[src/rtl/stream_buffer_if.sv]
// Valid/ready stream bundle: free-running upstream capture side plus stalled consumer side.
interface stream_buffer_if #(
   parameter int unsigned DATA_WIDTH = 32
);
   logic [DATA_WIDTH-1:0] din;
   logic                  din_valid;
   logic [DATA_WIDTH-1:0] dout;
   logic                  dvalid;
   logic                  ready;

   modport master (
      output din, din_valid, ready,
      input  dout, dvalid
   );

   modport slave (
      input  din, din_valid, ready,
      output dout, dvalid
   );
endinterface

[src/rtl/stream_buffer.sv]
// Elastic FIFO between a no-backpressure producer and a stalling consumer;
// drops words arriving while full and records the loss in a sticky flag.
module stream_buffer #(
   parameter  int unsigned DATA_WIDTH  = 32,
   parameter  int unsigned DEPTH       = 16,
   parameter  int unsigned AFULL_LEVEL = DEPTH - 2,
   localparam int unsigned AW          = $clog2(DEPTH),
   localparam int unsigned CW          = $clog2(DEPTH + 1)
) (
   input  logic          clk,
   input  logic          rst_n,
   input  logic          en,
   input  logic          ovf_clr,
   stream_buffer_if.slave s,
   output logic [CW-1:0] count,
   output logic          full,
   output logic          afull,
   output logic          overflow
);

   logic [DATA_WIDTH-1:0] mem [DEPTH];

   logic [AW-1:0] wp_q, wp_d;
   logic [AW-1:0] rp_q, rp_d;
   logic [CW-1:0] count_q, count_d;
   logic          ovf_q, ovf_d;

   logic push, pop, wr, drop, empty;

   assign empty = (count_q == '0);
   assign full  = (count_q == CW'(DEPTH));
   assign afull = (count_q >= CW'(AFULL_LEVEL));
   assign count = count_q;
   assign overflow = ovf_q;

   assign push = en & s.din_valid;
   assign pop  = ~empty & s.ready;
   // A pop in the same cycle frees the slot, so a full buffer still accepts.
   assign wr   = push & (~full | pop);
   assign drop = push & full & ~pop;

   assign s.dvalid = ~empty;
   assign s.dout   = empty ? '0 : mem[rp_q];

   always_comb begin
      wp_d    = wp_q;
      rp_d    = rp_q;
      count_d = count_q;
      ovf_d   = ovf_q;
      if (wr)  wp_d = wp_q + AW'(1);
      if (pop) rp_d = rp_q + AW'(1);
      case ({wr, pop})
         2'b10:   count_d = count_q + CW'(1);
         2'b01:   count_d = count_q - CW'(1);
         default: count_d = count_q;
      endcase
      // A drop in the same cycle as a clear keeps the flag set.
      if (drop)         ovf_d = 1'b1;
      else if (ovf_clr) ovf_d = 1'b0;
   end

   always_ff @(posedge clk or negedge rst_n) begin
      if (!rst_n) begin
         wp_q    <= '0;
         rp_q    <= '0;
         count_q <= '0;
         ovf_q   <= 1'b0;
      end else begin
         wp_q    <= wp_d;
         rp_q    <= rp_d;
         count_q <= count_d;
         ovf_q   <= ovf_d;
      end
   end

   always_ff @(posedge clk) begin
      if (wr) mem[wp_q] <= s.din;
   end

endmodule
[src/flat_wrapper.sv]
// flat-port wrapper written by rule: the top's interface ports become plain ports
module stream_buffer_flat 
#(
   parameter  int unsigned DATA_WIDTH  = 32,
   parameter  int unsigned DEPTH       = 16,
   parameter  int unsigned AFULL_LEVEL = DEPTH - 2,
   localparam int unsigned AW          = $clog2(DEPTH),
   localparam int unsigned CW          = $clog2(DEPTH + 1)
)
  (clk, rst_n, en, ovf_clr, count, full, afull, overflow, s_din, s_din_valid, s_ready, s_dout, s_dvalid);
  stream_buffer_if #(.DATA_WIDTH(DATA_WIDTH)) s_i ();
  input  logic clk;
  input  logic rst_n;
  input  logic en;
  input  logic ovf_clr;
  output logic [CW-1:0] count;
  output logic full;
  output logic afull;
  output logic overflow;
  input wire logic [$bits(s_i.din)-1:0] s_din;
  input wire logic [$bits(s_i.din_valid)-1:0] s_din_valid;
  input wire logic [$bits(s_i.ready)-1:0] s_ready;
  output wire logic [$bits(s_i.dout)-1:0] s_dout;
  output wire logic [$bits(s_i.dvalid)-1:0] s_dvalid;
  assign s_i.din = s_din;
  assign s_i.din_valid = s_din_valid;
  assign s_i.ready = s_ready;
  assign s_dout = s_i.dout;
  assign s_dvalid = s_i.dvalid;
  stream_buffer #(.DATA_WIDTH(DATA_WIDTH), .DEPTH(DEPTH), .AFULL_LEVEL(AFULL_LEVEL)) u_core (.clk(clk), .rst_n(rst_n), .en(en), .ovf_clr(ovf_clr), .s(s_i), .count(count), .full(full), .afull(afull), .overflow(overflow));
endmodule
[config.mk]
export PLATFORM = sky130hd
export DESIGN_NAME = stream_buffer_flat
export DESIGN_NICKNAME = d
export VERILOG_FILES = /design/src/rtl/stream_buffer_if.sv /design/src/rtl/stream_buffer.sv /design/src/flat_wrapper.sv
export SDC_FILE = /design/constraint.sdc
export NUM_CORES = 1
export LEC_CHECK = 0
export CORE_MARGIN = 8
export CORE_UTILIZATION = 55
export DETAILED_ROUTE_END_ITERATION = 12
export PLACE_DENSITY = 0.74
export SYNTH_ARGS = -nofsm -noshare
export SYNTH_HDL_FRONTEND = slang
export SYNTH_SLANG_ARGS = --single-unit
[constraint.sdc]
create_clock -name clk -period 5.4 [get_ports clk]
set_input_delay 1.35 -clock clk [delete_from_list [all_inputs] [get_ports clk]]
set_output_delay 1.35 -clock clk [all_outputs]
set_load 0.01 [all_outputs]
======== Word level (Yosys, flattened, before mapping) ========
Memory sizes are Yosys's and may differ from the RTL's.
Index checks and enable logic that the tools add are counted.
storage, ports and cells
  memories kept ........................... 1
  register bits after elaboration ......... 14
  input bits .............................. 38
  RAM bits ................................ 512
  output and inout bits ................... 41
  logic and storage cells ................. 31
cells by class
  reductions and logical operators ........ 3
  order comparisons ....................... 1
  $add $sub $neg .......................... 4
  mux-type cells .......................... 6
  equality and inequality tests ........... 3
  bitwise operators ....................... 9
memories
  memory      depth  bits a word  rd ports  clocked after Yosys merged registers in  write ports  RTL line             source
  u_core.mem  16     32           1         0                                        1            stream_buffer.sv:21  logic [DATA_WIDTH-1:0] mem [DEPTH];
operators with widths
  cell                                                                    count
  32-bit 2-to-1 mux                                                       1
  5-bit one-hot mux with 2 select lines                                   1
  4-bit by 1-bit adder with 4-bit output (second input constant)          2
  5-bit by 1-bit adder with 5-bit output (second input constant)          1
  1-bit bitwise AND                                                       5
  5-bit == test (second input constant)                                   1
  5-bit by 4-bit >= comparator with 1-bit output (second input constant)  1
  5-bit logical NOT                                                       1
  5-bit by 1-bit subtractor with 5-bit output (second input constant)     1
  1-bit 2-to-1 mux                                                        4
  2-bit nonzero test                                                      2
  1-bit inverter                                                          3
  2-bit by 1-bit == test with 1-bit output (second input constant)        1
  2-bit == test (second input constant)                                   1
  1-bit OR                                                                1

======== Logic depth before layout (Yosys ltp) ========
Gate-level depths: netlist of the first run.
  word-level depth ........................ 7
  depth in mapped cells ................... 9
  depth with buffers taken out ............ 8

======== Worst setup path before layout of the first run ========
Ideal clock, no wire load.
  path kind ............................... in2reg
  start point ............................. input s_ready
  end point ............................... memory u_core.mem[3][0], enable pin
  data arrival time ....................... 4.549 ns
  buffers on the path ..................... 1
  stages on the path ...................... 5
  data required time ...................... 4.939 ns
  path slack .............................. 0.391 ns
  setup time .............................. 0.461 ns
  cell sequence ........................... clkbuf_1 inv_1 a31oi_1 nand2_1 nor3_1
between the ends
  longest elaborated chain between the ends .. 5
RTL lines
  element                                 RTL line             source
  from (decl)                             flat_wrapper.sv:22   input wire logic [$bits(s_i.ready)-1:0] s_ready;
  1-bit bitwise AND                       stream_buffer.sv:37  assign pop = ~empty & s.ready;
  1-bit OR                                stream_buffer.sv:39  assign wr = push & (~full | pop);
  1-bit bitwise AND                       stream_buffer.sv:39
  1-bit 2-to-1 mux                        stream_buffer.sv:77  if (wr) mem[wp_q] <= s.din;
  1-bit 2-to-1 mux (not written as such)  stream_buffer.sv:77
  to (decl)                               stream_buffer.sv:21
No other way between the ends.

======== Worst setup path in the final report of the first run ========
  start point ............................. register u_core.count_q[1], in the netlist u_core.count[1]
  end point ............................... output s_dout[28]
between the ends
  longest elaborated chain between the ends .. 2
RTL lines
  element                 RTL line             source
  from (decl)             stream_buffer.sv:25  logic [CW-1:0] count_q, count_d;
  from (signal assigned)  stream_buffer.sv:71  count_q <= count_d;
  5-bit logical NOT       stream_buffer.sv:30  assign empty = (count_q == '0);
  32-bit 2-to-1 mux       stream_buffer.sv:43  assign s.dout = empty ? '0 : mem[rp_q];
  to (decl)               flat_wrapper.sv:23   output wire logic [$bits(s_i.dout)-1:0] s_dout;
No other way between the ends.

==> key figures, run 1 <==
STA
  – Fin. Hold Viols: 0
  – Final Skew: 0.01737 ns
  – Final setup fails: 0
  – Worst-margin pin slew: 1.047 ns
  – Unrepaired setup endpoints after global routing: false
  – Fmax: 204.5 MHz
  – Setup ws final: 0.5109 ns
  – Slew Limit Headroom: 30.18%
  – Slew Limit Fails: 0
  – Minimum clock period: 4.889 ns
  – Part of the cycle the worst path needs: 90.54%
  – Final setup TNS: 0 ns

Drt
  – Detailed Route WL: 41410 microns
  – DR iter-0 viols: 664
  – Initial DRT Pass Iterations: 4
  – Drt via density: 6.163
  – Vias: 9362
  – Routed Antenna Nets: 0
  – DRC: 0
  – Routed WL per cell: 27.26 microns

Yosys
  – Seq cells post-synth: 526
  – Cell Area, Synth: 20250 sq um
  – Top-area cell type share of the netlist area: 75.94%
  – Synth top cells by count: edfxtp_1, mux4_2, mux2i_1
  – Register area share after synthesis: 77.67%
  – Synth Warn #: 0
  – Cell with the most instances after synthesis: edfxtp_1
  – Synthesized net count: 934
  – Area leader, netlist: edfxtp_1
  – Synth area leaders: edfxtp_1, mux4_2, mux2i_1, dfrtp_1, o22ai_1
  – Post-Syn Area per Cell: 22.77 sq um
  – EDFF count, synth: 512
  – FFs w/ async S/R, synth: 2.662%
  – Gate Count Post-Synth: 889
  – Synth cell types: 39
  – Synth Flop Type: edfxtp_1

Critical path
  – Slowest-stage cell, CP: nand2_2
  – R2r startpoint: u_core.count[2]$_DFFE_PN0P_
  – R2R cell count: 5
  – Crit path capture type: primary output
  – Arrival @ worst endpoint: 3.54 ns
  – CP max stage delay: 0.77 ns
  – CP Max Fanout: 32
  – Reg2reg end: u_core.mem[5][18]$_DFFE_PP_
  – Worst setup path category: reg -> out
  – Critical Path Source Type: register
  – FF-to-FF setup slack: 2.51 ns
  – Required time of the critical path: 4.05 ns
  – Crit-path cells: nor4_2 -> nand2b_1 -> nand2_2 -> o22ai_1 -> clkdlybuf4s50_1

Die
  – Die area: 43210 sq um
  – Initial core utilization: 55.57%
  – Core Footprint: 36430 sq um
  – I/O pin cnt: 79
  – Die X-Extent: 207.9 microns
  – Die Ht: 207.9 microns
  – Row count: 70

GRT
  – Largest net degree at the start of global routing: 49
  – Total grt overflow: 0
  – GRT Overall Usage: 19.16%
  – First-pass GRT wire length: 62620 microns
  – Vias in the first global route: 10009
  – Antenna violations before repair: 0

Flow run
  – Max_cap viols: 0

Min path
  – Worst Hold End: u_core.rp_q[3]$_DFFE_PN0P_
  – Hold path depth: 1
  – HP Start: u_core.rp_q[3]$_DFFE_PN0P_
  – Type of the most critical hold path: reg -> reg

Power
  – Switch Pwr: 3491 uW
  – Reg power frac: 41.8%
  – Switch share: 28.76%
  – PD cells: 514.0 nW/um^2
  – Static leakage: 0.007579 uW
  – Gate power share: 28.9%
  – P_int: 8646 uW
  – Peak supply drop: 0.0003654 V
  – Clock Power Share: 29.3%

Layout
  – Post-route non-filler standard cell count: 1519
  – Share of cells above drive strength 1: 25.21%
  – Layout net count: 1052
  – P&R area growth vs syn: 16.63%
  – N_diodes: 0

CTS
  – Cts bufs inserted: 52
  – Clk buf depth: 3
  – Quantity of hold-fixing buffers added after cts: 0
  – TritonCTS clock tree: done
  – TritonCTS sink count: 526
  – Clock latency at the later pin of the worst-skew pair: 0.57 ns
  – Post-cts resize count: 0
  – Htree depth: 2
  – Post-CTS Setup Inserts: 0
  – Clk root buf: clkbuf_16
  – Worst-path clk slew: 0.06 ns

Placement
  – Placer Congestion: 0.7638
  – Post-detail-place hpwl: 23400 microns
  – Dpl cells: 1421
  – Pre-CTS setup slack: 1.050 ns
  – I/O Buffers: 78

Status
  – Outcome: finished clean
cells in the final DEF (no fill, tap or decap), types with 2 or more instances in the layout:
cell type,instances
a31o_2,2
a31oi_1,3
buf_12,10
buf_4,25
bufinv_16,5
clkbuf_1,7
clkbuf_16,54
clkdlybuf4s50_1,78
clkinv_1,17
clkinv_2,8
clkinvlp_4,4
dfrtp_1,11
dfrtp_4,3
edfxtp_1,512
ha_1,7
inv_1,7
inv_6,2
mux2_2,2
mux2i_1,64
mux4_2,128
nand2_1,8
nand2b_1,3
nand3_1,5
nand4_1,2
nor2_1,2
nor2_4,12
nor3_1,2
nor3_2,4
o21ai_0,3
o22ai_1,32
or3_1,2
xnor2_1,6
xor2_1,3
critical path, delay by kind of cell, from the launching register on:
family,cells,cell delay [ns]
and+or+nand+nor,3,1.61
buffers and inverters,1,0.57
DFF,1,0.49
AOI/OAI and AO/OA,1,0.30
per-stage QoR:
step / power, uW / utilization [%] / hold slack, ns / instance area [sq um]
finish: 12140 / 64.81 / 0.5126 / 23610
global route: 12620 / 64.81 / 0.5392 / 23610
CTS: 12270 / 64.81 / 0.5083 / 23610
detailed placement: 8710 / 60.15 / 0.4943 / 21920
global placement: 8660 / 60.15 / 0.4898 / 21920
floorplan: 7312 / - / 0.4543 / 20250
power groups by stage:
| stage | clock network, uW | logic [uW] | registers, uW |
|---|---|---|---|
| 6_report | 3560 | 3500 | 5080 |
| 5_1_grt | 3760 | 3750 | 5110 |
| 4_1_cts | 3600 | 3590 | 5080 |
| 3_5_place_dp | 0 | 3550 | 5160 |
| 3_3_place_gp | 0 | 3500 | 5160 |
| 2_1_floorplan | 0 | 2420 | 4890 |
metal layers:
layer | vias to the layer above | track usage [%] | part of all wire (%)
met5 | - | 0 | 0
met4 | 0 | 6.094 | 2.5
met3 | 68 | 3.457 | 5.7
met2 | 312 | 32.92 | 52
met1 | 4969 | 24.70 | 40
li1 | 4013 | - | -
registers in the layout (all words and copies together) (netlist names):
signal,flops
u_core.count,5
u_core.mem,512
u_core.overflow,1
u_core.rp_q,4
u_core.wp_q,4
cell type report:
cell class	instances	area, sq um
clock buffers	61	1378
clock inverters	37	317.8
multi-input cells	307	4400
fillers	2327	12820
repair buffers	113	1169
flip-flops and latches	526	15740
inverters	7	26.28
well taps	468	585.6
how the worst max path moves through the flow:
stage | from | end
after floorplan | s_ready | u_core.mem[3][0]$_DFFE_PP_
after global placement | u_core.count[1]$_DFFE_PN0P_ | s_dout[28]
after detailed placement | s_ready | u_core.mem[5][27]$_DFFE_PP_
after CTS | u_core.count[1]$_DFFE_PN0P_ | s_dout[28]
after global routing | u_core.count[1]$_DFFE_PN0P_ | s_dout[28]
final | u_core.count[1]$_DFFE_PN0P_ | s_dout[28]
logic make-up after synthesis:
logic type                 after synthesis  share of synthesized area [%]
AOI/OAI and AO/OA                       48                          1.576
xor gates and xnor gates                 9                         0.3894
adders and majority gates                7                         0.4326
buffers and inverters                   56                          1.162
DFF                                    526                          77.67
muxes                                  194                          17.51
and+or+nand+nor                         49                          1.255
Power figures use the tool's default switching activity.
==> run 2: changes to the inputs <==
RECOVER_POWER = 25   (was unset)
TNS_END_PERCENT = 100   (was unset)
==> key figures, run 2 (same netlist as run 1, synthesis figures left out) <==
Critical path
  – R2R cell count: 5
  – FF-to-FF setup slack: 2.51 ns
  – Worst Setup EP: s_dout[28]
  – Arrival @ worst endpoint: 3.55 ns
  – Worst setup path category: reg -> out
  – Critical Path Source Type: register
  – Required time of the critical path: 4.05 ns
  – Crit. Startpoint: u_core.count[1]$_DFFE_PN0P_
  – Reg2reg end: u_core.mem[5][18]$_DFFE_PP_
  – R2r startpoint: u_core.count[2]$_DFFE_PN0P_
  – CP Max Fanout: 32
  – Crit path capture type: primary output

Placement
  – Pre-CTS setup slack: 1.050 ns
  – Dpl cells: 1421
  – Placer Congestion: 0.7638
  – Post-detail-place hpwl: 23400 microns
  – I/O Buffers: 78

Layout
  – Layout net count: 1052
  – Biggest register: u_core.mem
  – N_diodes: 0
  – Area of the multi-input gates: 4400 sq um
  – P&R area growth vs syn: 16.63%
  – Most frequent cells in the layout: edfxtp_1, mux4_2, mux2i_1
  – Share of cells above drive strength 1: 25.21%
  – Max reg flops: 512
  – Reg area: 15740 sq um
  – Fillers: 2327
  – Post-route non-filler standard cell count: 1519
  – Commonest non-fill, non-tap cell in the layout: edfxtp_1

GRT
  – Vias in the first global route: 10009
  – Total grt overflow: 0
  – Antenna violations before repair: 0
  – GRT Overall Usage: 19.16%
  – Largest net degree at the start of global routing: 49
  – First-pass GRT wire length: 62620 microns

STA
  – Final hold slack: 0.5126 ns
  – Minimum clock period: 4.901 ns
  – Part of the cycle the worst path needs: 90.76%
  – Final setup fails: 0
  – Unrepaired setup endpoints after global routing: false
  – Fmax: 204.0 MHz
  – Worst-margin pin slew: 1.032 ns
  – Slew Limit Headroom: 31.17%
  – Slew Limit Fails: 0
  – Final Skew: 0.01578 ns
  – Setup ws final: 0.4991 ns
  – Fin. Hold Viols: 0
  – Final setup TNS: 0 ns

Drt
  – Vias: 9370
  – Detailed Route WL: 41400 microns
  – Drt via density: 6.169
  – DRC: 0
  – DR iter-0 viols: 672
  – Initial DRT Pass Iterations: 4
  – Routed WL per cell: 27.26 microns
  – Routed Antenna Nets: 0

CTS
  – Quantity of hold-fixing buffers added after cts: 0
  – Post-CTS Setup Inserts: 0
  – Post-cts resize count: 0
  – Clock latency at the later pin of the worst-skew pair: 0.57 ns
  – Cts bufs inserted: 52
  – Worst-path clk slew: 0.06 ns
  – TritonCTS clock tree: done
  – Htree depth: 2
  – TritonCTS sink count: 526
  – Clk buf depth: 3
  – Clk root buf: clkbuf_16

Die
  – I/O pin cnt: 79
  – Initial core utilization: 55.57%
  – Row count: 70
  – Core Footprint: 36430 sq um
  – Die area: 43210 sq um
  – Die X-Extent: 207.9 microns
  – Die Ht: 207.9 microns

Power
  – Static leakage: 0.007584 uW
  – PD cells: 513.7 nW/um^2
  – Peak supply drop: 0.0003656 V

Flow run
  – Max_cap viols: 0

Status
  – Outcome: finished clean

Min path
  – Type of the most critical hold path: reg -> reg
[run 2: final cells by class]
type	count	share of cell area, %
Clock buffer	61	5.834
Clock inverter	37	1.346
Inverter	7	0.1113
Multi-Input combinational cell	307	18.64
Sequential cell	526	66.64
Tap cell	468	2.480
Timing Repair Buffer	113	4.949
[run 2: per-layer routing]
metal | part of all wire [%] | up-vias | wire length [microns] | GRT usage (%)
met1 | 40 | 4959 | 16470 | 24.70
met2 | 52 | 330 | 21510 | 32.92
met4 | 2.6 | 0 | 1065 | 6.094
li1 | - | 4011 | - | -
met5 | 0 | - | 0 | 0
met3 | 5.7 | 70 | 2357 | 3.457
[run 2: how the worst min path moves through the flow]
stage | from | to | slack, ns | cells after the start
3_5_place_dp | u_core.rp_q[3]$_DFFE_PN0P_ | u_core.rp_q[3]$_DFFE_PN0P_ | 0.49 | 1
2_1_floorplan | u_core.rp_q[3]$_DFFE_PN0P_ | u_core.rp_q[3]$_DFFE_PN0P_ | 0.45 | 1
5_1_grt | u_core.rp_q[3]$_DFFE_PN0P_ | u_core.rp_q[3]$_DFFE_PN0P_ | 0.54 | 1
3_3_place_gp | u_core.rp_q[3]$_DFFE_PN0P_ | u_core.rp_q[3]$_DFFE_PN0P_ | 0.49 | 1
4_1_cts | u_core.rp_q[3]$_DFFE_PN0P_ | u_core.rp_q[3]$_DFFE_PN0P_ | 0.51 | 1
6_report | u_core.rp_q[3]$_DFFE_PN0P_ | u_core.rp_q[3]$_DFFE_PN0P_ | 0.51 | 1
[run 2: worst max-delay path, stage by stage (launching register included)]
cell	delay, ns
dfrtp_1	0.49
nor4_2	0.62
nand2b_1	0.23
nand2_2	0.77
o22ai_1	0.30
clkdlybuf4s50_1	0.57
[run 2: through the flow]
step                instance area, sq um  utilization, %  power [uW]
detailed placement                 21920           60.15        8710
finish                             23610           64.81       12130
global route                       23610           64.81       12610
CTS                                23610           64.81       12270
floorplan                          20250               -        7312
global placement                   21920           60.15        8660
[run 2: where the power goes]
group,switching [uW],internal (uW),total [uW]
clock network,1490,2060,3550
logic,1660,1840,3500
registers,344,4730,5080
total,3490,8640,12100
==> run 3: changes to the inputs <==
HOLD_SLACK_MARGIN = 0.08   (was unset)
REMOVE_ABC_BUFFERS = 1   (was unset)
SKIP_CTS_REPAIR_TIMING = 1   (was unset)
==> key figures, run 3 (same netlist as run 1, synthesis figures left out) <==
Layout
  – N_diodes: 0
  – Area of the multi-input gates: 4400 sq um
  – Layout net count: 1050
  – Finished Cell Area: 23460 sq um
  – Reg area: 15740 sq um
  – Commonest non-fill, non-tap cell in the layout: edfxtp_1
  – Fillers: 2388
  – Max reg flops: 512
  – P&R area growth vs syn: 15.88%
  – Share of cells above drive strength 1: 24.86%
  – Fin util: 64.39%
  – Most frequent cells in the layout: edfxtp_1, mux4_2, mux2i_1
  – Biggest register: u_core.mem

Power
  – Peak supply drop: 0.0004159 V
  – PD cells: 507.0 nW/um^2
  – Static leakage: 0.007519 uW

GRT
  – Total grt overflow: 0
  – GRT Overall Usage: 19.18%
  – Largest net degree at the start of global routing: 57
  – Antenna violations before repair: 1
  – First-pass GRT wire length: 62590 microns
  – Vias in the first global route: 9872

CTS
  – Htree depth: 2
  – Cts bufs inserted: 52
  – Clk buf depth: 3
  – Worst-path clk slew: 0.06 ns
  – TritonCTS clock tree: done
  – Clock latency at the later pin of the worst-skew pair: 0.57 ns
  – Clk root buf: clkbuf_16
  – TritonCTS sink count: 526

Drt
  – Vias: 9304
  – DRC: 0
  – Routed Antenna Nets: 0
  – DR iter-0 viols: 782
  – Routed WL per cell: 27.35 microns
  – Initial DRT Pass Iterations: 5
  – Drt via density: 6.162
  – Detailed Route WL: 41290 microns

Status
  – Outcome: finished clean

STA
  – Setup ws final: 0.7289 ns
  – Slew Limit Headroom: 35.32%
  – Minimum clock period: 4.671 ns
  – Fin. Hold Viols: 0
  – Unrepaired setup endpoints after global routing: false
  – Final setup fails: 0
  – Final setup TNS: 0 ns
  – Final Skew: 0.01467 ns
  – Worst-margin pin slew: 0.9702 ns
  – Slew Limit Fails: 0
  – Fmax: 214.1 MHz
  – Part of the cycle the worst path needs: 86.50%

Die
  – Row count: 70
  – Die X-Extent: 207.9 microns
  – Die Ht: 207.9 microns
  – Core Footprint: 36430 sq um
  – Initial core utilization: 55.57%
  – I/O pin cnt: 79
  – Die area: 43210 sq um

Critical path
  – Critical Path Source Type: register
  – CP Max Fanout: 32
  – Arrival @ worst endpoint: 3.32 ns
  – Crit path capture type: primary output
  – Worst setup path category: reg -> out
  – R2R cell count: 7
  – R2r startpoint: u_core.count[1]$_DFFE_PN0P_
  – Crit. Startpoint: u_core.count[1]$_DFFE_PN0P_
  – Reg2reg end: u_core.count[4]$_DFFE_PN0P_
  – FF-to-FF setup slack: 2.55 ns
  – Required time of the critical path: 4.05 ns

Min path
  – Type of the most critical hold path: reg -> reg
  – Hold path depth: 1
  – Worst Hold End: u_core.rp_q[3]$_DFFE_PN0P_
  – HP Start: u_core.rp_q[3]$_DFFE_PN0P_

Placement
  – Placer Congestion: 0.7695
  – DP Area: 21880 sq um
  – Pre-CTS setup slack: 1.191 ns
  – Post-detail-place hpwl: 22880 microns
  – I/O Buffers: 78

Flow run
  – Max_cap viols: 0
==> run 3: cell types whose count changed in the layout (fill, tap and decap cells not counted), moves of 2 or more <==
| cell | before | now |
|---|---|---|
| buf_12 | 10 | 8 |
| bufinv_16 | 5 | 2 |
| clkbuf_1 | 7 | 11 |
| clkdlybuf4s50_1 | 59 | 57 |
| clkinv_1 | 17 | 10 |
| dlygate4sd3_1 | 19 | 21 |
| inv_6 | 2 | 0 |
==> run 3: cell type report <==
cell class              count  share of cell area [%]
flip-flops and latches    526                   67.08
multi-input cells         307                   18.76
clock buffers              65                   5.936
repair buffers            111                   4.811
well taps                 468                   2.496
clock inverters            26                  0.8107
inverters                   7                  0.1120
==> run 3: worst max-delay path by stage <==
stage                                              to  slack, ns  depth (start not counted)
after floorplan                             s_dout[0]      -1.94                          3
after global placement    u_core.count[4]$_DFFE_PN0P_       1.28                          9
after detailed placement  u_core.count[4]$_DFFE_PN0P_       1.19                          9
after CTS                                   s_dout[2]       0.66                          5
after global routing                       s_dout[31]       0.40                          5
final                                       s_dout[2]       0.73                          5
==> run 3: worst max-delay path, cell delays in order (launching register included) <==
cell and delay, ns:
dfrtp_1 0.49, nor4_2 0.55, nand2b_1 0.22, nand2_2 0.70, o22ai_1 0.23, clkdlybuf4s50_1 0.55
==> run 3: routing by layer <==
metal	vias to the layer above	global-route usage (%)	wire [microns]
met1	4965	25.55	16950
met4	2	4.577	602
li1	4004	-	-
met5	-	0	10
met3	41	3.065	2194
met2	292	33.08	21540
==> run 3: where the power goes <==
part / internal [uW] / switching, uW
Combinational: 1840 / 1640
Clock: 1910 / 1440
Sequential: 4730 / 330
==> run 3: through the flow <==
stage          hold slack, ns  std cells  total power, uW
2_1_floorplan          0.4543        840             7577
3_3_place_gp           0.4975       1419             8673
3_5_place_dp           0.4978       1419             8700
4_1_cts                0.5123       1510            12060
5_1_grt                0.5313       1510            12400
6_report               0.5137       1510            11890
